### config.mk
export PLATFORM = sky130hd
export DESIGN_NAME = call_ret_ctrl
export DESIGN_NICKNAME = d
export VERILOG_FILES = /design/src/rtl/cpu_pkg.sv /design/src/rtl/call_ret_ctrl.sv
export SDC_FILE = /design/constraint.sdc
export NUM_CORES = 1
export LEC_CHECK = 0
export ABC_AREA = 1
export ABC_CLOCK_PERIOD_IN_PS = 2000
export BUFFER_PORTS_ARGS = -buffer_cell sky130_fd_sc_hd__buf_2
export CAP_MARGIN = 15
export CORE_MARGIN = 3
export CORE_UTILIZATION = 47
export CTS_CLUSTER_SIZE = 40
export DETAILED_ROUTE_END_ITERATION = 10
export GPL_TIMING_DRIVEN = 1
export MAX_ROUTING_LAYER = met4
export PLACE_DENSITY = 0.89
export SLEW_MARGIN = 20
export SYNTH_ARGS = -nofsm -noshare
export SYNTH_HDL_FRONTEND = slang
export SYNTH_SLANG_ARGS = --single-unit
### constraint.sdc
create_clock -name clk -period 2 [get_ports clk]
set_clock_uncertainty 0.15 [all_clocks]
set_input_delay 0.2 -clock clk [delete_from_list [all_inputs] [get_ports clk]]
set_output_delay 0.2 -clock clk [all_outputs]
set_load 0.01 [all_outputs]
### src/rtl/cpu_pkg.sv
// Shared definitions for the CALL/RET sequencer: widths, command and phase
// encodings, and the sequencer FSM state type.
package cpu_pkg;

    localparam int DW          = 16;
    localparam int STACK_DEPTH = 11;

    localparam logic [1:0] OP_NOP  = 2'b00;
    localparam logic [1:0] OP_CALL = 2'b01;
    localparam logic [1:0] OP_RET  = 2'b10;

    // Phase in which the stack accepts each kind of strobe
    localparam logic [1:0] PH_PUSH = 2'd1;
    localparam logic [1:0] PH_POP  = 2'd0;

    typedef enum logic [1:0] {
        IDLE      = 2'd0,
        WAIT_PUSH = 2'd1,
        WAIT_POP  = 2'd2,
        CAPTURE   = 2'd3
    } state_t;

endpackage

### src/rtl/call_ret_ctrl.sv
// CALL/RET sequencer in front of the return-address stack. Converts accepted
// commands into phase-aligned push/pop strobes, tracks stack depth, refuses
// pushes/pops that would overflow/underflow the stack, and loads the PC.
module call_ret_ctrl
    import cpu_pkg::*;
#(
    parameter int DW    = cpu_pkg::DW,
    parameter int DEPTH = cpu_pkg::STACK_DEPTH
) (
    input  logic          clk,
    input  logic          rst,
    input  logic [1:0]    count,
    input  logic [1:0]    cmd_op,
    input  logic          cmd_valid,
    output logic          cmd_ready,
    input  logic [DW-1:0] target_addr,
    input  logic [DW-1:0] ret_addr,
    output logic          stk_push,
    output logic          stk_pop,
    output logic [DW-1:0] stk_din,
    input  logic [DW-1:0] stk_dout,
    output logic          pc_load,
    output logic [DW-1:0] pc_next,
    output logic [3:0]    depth,
    output logic          overflow,
    output logic          underflow,
    output logic          illegal
);

    localparam logic [3:0] DEPTH_MAX = 4'(DEPTH);

    state_t        state_reg, state_next;
    logic [DW-1:0] stk_din_reg, stk_din_next;
    logic [DW-1:0] target_reg, target_next;
    logic [DW-1:0] pc_next_reg, pc_next_next;
    logic          pc_load_reg, pc_load_next;
    logic [3:0]    depth_reg, depth_next;
    logic          overflow_reg, overflow_next;
    logic          underflow_reg, underflow_next;
    logic          illegal_reg, illegal_next;

    // Register all sequencer state; reset returns everything to an empty stack
    always_ff @(posedge clk) begin
        if (rst) begin
            state_reg     <= IDLE;
            stk_din_reg   <= '0;
            target_reg    <= '0;
            pc_next_reg   <= '0;
            pc_load_reg   <= 1'b0;
            depth_reg     <= '0;
            overflow_reg  <= 1'b0;
            underflow_reg <= 1'b0;
            illegal_reg   <= 1'b0;
        end else begin
            state_reg     <= state_next;
            stk_din_reg   <= stk_din_next;
            target_reg    <= target_next;
            pc_next_reg   <= pc_next_next;
            pc_load_reg   <= pc_load_next;
            depth_reg     <= depth_next;
            overflow_reg  <= overflow_next;
            underflow_reg <= underflow_next;
            illegal_reg   <= illegal_next;
        end
    end

    // Next-state logic: command accept, depth bounds checks, phase waits
    always_comb begin
        state_next     = state_reg;
        stk_din_next   = stk_din_reg;
        target_next    = target_reg;
        pc_next_next   = pc_next_reg;
        pc_load_next   = 1'b0;
        depth_next     = depth_reg;
        overflow_next  = overflow_reg;
        underflow_next = underflow_reg;
        illegal_next   = 1'b0;

        case (state_reg)
            IDLE: begin
                if (cmd_valid) begin
                    case (cmd_op)
                        OP_NOP: ;
                        OP_CALL: begin
                            if (depth_reg < DEPTH_MAX) begin
                                stk_din_next = ret_addr;
                                target_next  = target_addr;
                                state_next   = WAIT_PUSH;
                            end else begin
                                overflow_next = 1'b1;
                            end
                        end
                        OP_RET: begin
                            if (depth_reg != 4'd0) begin
                                state_next = WAIT_POP;
                            end else begin
                                underflow_next = 1'b1;
                            end
                        end
                        default: illegal_next = 1'b1;
                    endcase
                end
            end
            WAIT_PUSH: begin
                if (count == PH_PUSH) begin
                    depth_next   = depth_reg + 4'd1;
                    pc_next_next = target_reg;
                    pc_load_next = 1'b1;
                    state_next   = IDLE;
                end
            end
            WAIT_POP: begin
                if (count == PH_POP) begin
                    depth_next = depth_reg - 4'd1;
                    state_next = CAPTURE;
                end
            end
            CAPTURE: begin
                // Stack data_out now holds the popped word
                pc_next_next = stk_dout;
                pc_load_next = 1'b1;
                state_next   = IDLE;
            end
            default: state_next = IDLE;
        endcase
    end

    // Strobes are gated by rst so a reset landing on the push/pop phase
    // never lets a strobe reach the stack.
    assign stk_push  = (state_reg == WAIT_PUSH) && (count == PH_PUSH) && !rst;
    assign stk_pop   = (state_reg == WAIT_POP)  && (count == PH_POP)  && !rst;
    assign cmd_ready = (state_reg == IDLE);
    assign stk_din   = stk_din_reg;
    assign pc_load   = pc_load_reg;
    assign pc_next   = pc_next_reg;
    assign depth     = depth_reg;
    assign overflow  = overflow_reg;
    assign underflow = underflow_reg;
    assign illegal   = illegal_reg;

endmodule

==> impl_results.md <==
* First-pass GRT wire length at 12.0 mm
* Measured slew at the worst slew-check pin at 0.522 ns
* Min Tclk post-route at 1.79 ns
* Worst-path fanout max at 32
* IO Pins at 98
* Cells after synthesis at 321
* DP HPWL at 4.44 mm
* DR vias at 2705
* LEAKAGE at 1.67 nW
* Power Density at 1060 mW/mm^2
* Cell Count Post-Placement at 471
* Fin. max-slew vios at 0
* WHS Path Cells at 3
* Prevailing post-synth register cell: dfxtp_1
* Flops & latches, synth at 58
* Clock share of power at 29.1%
* Root buf cell: clkbuf_8
* Design Power at 3.71 mW
* Layout cell share with drive strength beyond 1 at 27.9%
* DR DRC count at 0
* WS Path Type: in2reg
* Crit-path most repeated cell: inv_1
* Critical Path Start: cmd_op[1]
* Crit-path slowest cell: dlygate4sd3_1
* Status: finished, final reports clean
* Max Clk Rate at 0.559 GHz
* CTS clk-pin slew, worst paths at 0.07 ns
* Cell count along the critical path at 10
* 1st-pass router iterations at 6
* CP max stage delay at 0.53 ns
* Mapped Area at 0.00239 sq mm
* Combinational power share at 30.6%
* Net switching power at 1.28 mW
* Critical path arrival at 1.90 ns
* Unrepaired setup endpoints after global routing: no
* Seq/Total Area, Yosys at 48.6%
* CP endpoint kind: register
* Syn_area_per_cell at 7.44 sq um
* Via density per instance at 5.14
* Commonest cells after routing, fill and taps aside: buf_2 (97), nor2_1 (82), dfxtp_1 (58)
* Worst endpoint required time at 2.11 ns
* Die Ht at 77.3 um
* Sw Share at 34.5%
* Total Routed Length at 7.23 mm
* Core Area at 0.00482 sq mm
* Slew HR at 65.1%
* Fin cells at 526
* GRT overflow at 0
* Setup tns final at 0 ns
* Worst min-delay path startpoint: stk_dout[15]
* Setup-failing EPs final at 0
* H-tree depth at 3
* Largest net degree at the start of global routing at 35
* Fin area at 0.00350 sq mm
* Synth top area cells: dfxtp_1 (49%), nor2_1 (13%), o21ai_0 (9.4%), nand3_1 (5.7%), nand2_1 (5.3%)
* CTS Sinks at 58
* Yosys warns at 0
* Clk_lat worst skew at 0.33 ns
* Cts bufs inserted at 9
* EDFF count, synth at 0
* Worst r2r src: state_reg[0]$_SDFFE_PP0P_
* Worst-path cell chain: dlygate4sd3_1, buf_2, inv_1, nand2_1, inv_1, nand3_2, a21oi_4, buf_4, o21ai_0, nor2_1
* DR iter-0 viols at 198
* Min Hold Slack at 0.0101 ns
* Worst min-delay path category: in2reg
* Wire per inst at 13.7 um
* Row count at 25
* Die footprint at 0.00598 sq mm
* Area Overhead vs Synth at 46.3%
* Post-synthesis async set-or-reset flop share at 0%
* Final hold vios at 0
* Unique masters post-synth at 22
* I/O Buffers at 97
* CP delay by family, top: buffers and inverters
* Post-DP Area at 0.00290 sq mm
* Max clock buf depth at 2
* Reg2Reg Depth at 7
* Initial antenna violation count at 0
* Most common cell after layout, fill and taps aside: buf_2
* GRT Resource Usage Total at 26.0%
* Pint at 2.43 mW
* Vias in the first global route at 2623
* Syn_nets at 377
* Period utilization at 89.5%
* DIE WIDTH at 77.3 um
* # diodes at 0
* Seq pwr share at 40.3%
* Share of the synthesized area in the top cell type at 48.6%
* Routability cong. at 0.921
* Max-Cap Viols at 0
* Critical Path Source Type: input port
* DRT antenna net count at 0
* Nets at 510
* Worst vdd ir at 0.000591 V
* Initial Util at 49.6%
* TritonCTS clock tree: built
* CP bufs+invs at 5
* Synth area leader: dfxtp_1
==> metrics by stage <==
stage / setup slack [ns] / util [%]
floorplan: 0.409 / -
global route: 0.0610 / 72.6
detailed placement: 0.287 / 60.2
global placement: 0.369 / 60.2
finish: 0.210 / 72.6
CTS: 0.132 / 72.5
==> worst register-to-register path: stages (launching register included) <==
cell and delay, ns:
dfxtp_1 0.51, inv_2 0.07, nor2_1 0.14, nand2_1 0.09, nand2_1 0.10, inv_2 0.19, o21ai_0 0.29, a31oi_1 0.09
==> cell usage after synthesis (2+ instances only) <==
master / count
inv_2: 4
inv_1: 10
nand3_1: 27
buf_4: 9
buf_2: 4
clkbuf_1: 5
nor3_1: 2
o21ai_0: 45
nor2_1: 82
o21ai_1: 10
a21oi_1: 6
dfxtp_1: 58
nor2_4: 2
nand2_1: 34
a31oi_1: 16
==> worst paths after layout <==
| kind | slack [ns] | endpoint |
|---|---|---|
| hold / removal | 0.01 | pc_next[15]$_SDFFE_PP0P_ |
| setup reg to reg | 0.23 | pc_next[3]$_SDFFE_PP0P_ |
| setup / recovery | 0.21 | target_reg[3]$_SDFFE_PP0P_ |
| hold reg to reg | 0.33 | overflow$_SDFFE_PP0P_ |
==> repair_timing <==
item / in CTS / in global routing
resized for setup: 0 / 1
hold buffers: 39 / 0
hold endpoints to repair: 39 / 0
setup endpoints to repair: 0 / 16
buffers inserted: 0 / 0
==> final cells by class <==
class | count | area [sq um]
Tap cell | 67 | 83.8
Inverter | 15 | 60.1
Clock buffer | 11 | 151
Sequential cell | 58 | 1160
Multi-Input combinational cell | 229 | 1060
Fill cell | 378 | 1320
Timing Repair Buffer | 141 | 926
Clock inverter | 5 | 52.6
==> power by group through the flow <==
| stage | registers [mW] | logic (mW) | clock network [mW] |
|---|---|---|---|
| after floorplan | 1.57 | 0.635 | 0 |
| after global placement | 1.51 | 1.00 | 0 |
| after detailed placement | 1.51 | 1.04 | 0 |
| after CTS | 1.49 | 1.11 | 1.10 |
| after global routing | 1.52 | 1.27 | 1.14 |
| final | 1.49 | 1.13 | 1.08 |
==> logic make-up (layout without fill, tap and decap cells) <==
kind of cell | Yosys count | count (layout) | synth area share [%]
simple gates | 149 | 149 | 25.9
compound gates | 78 | 78 | 17.6
flops | 58 | 58 | 48.6
buf+inv | 34 | 172 | 6.96
fa+ha+maj | 1 | 1 | 0.523
xor+xnor | 1 | 1 | 0.367
==> routing by layer <==
metal,global-route usage [%],routed length (um)
met5,-,0
met2,42.1,3600
met4,14.8,280
met3,6.81,545
met1,28.8,2800
Power figures use the tool's default switching activity.
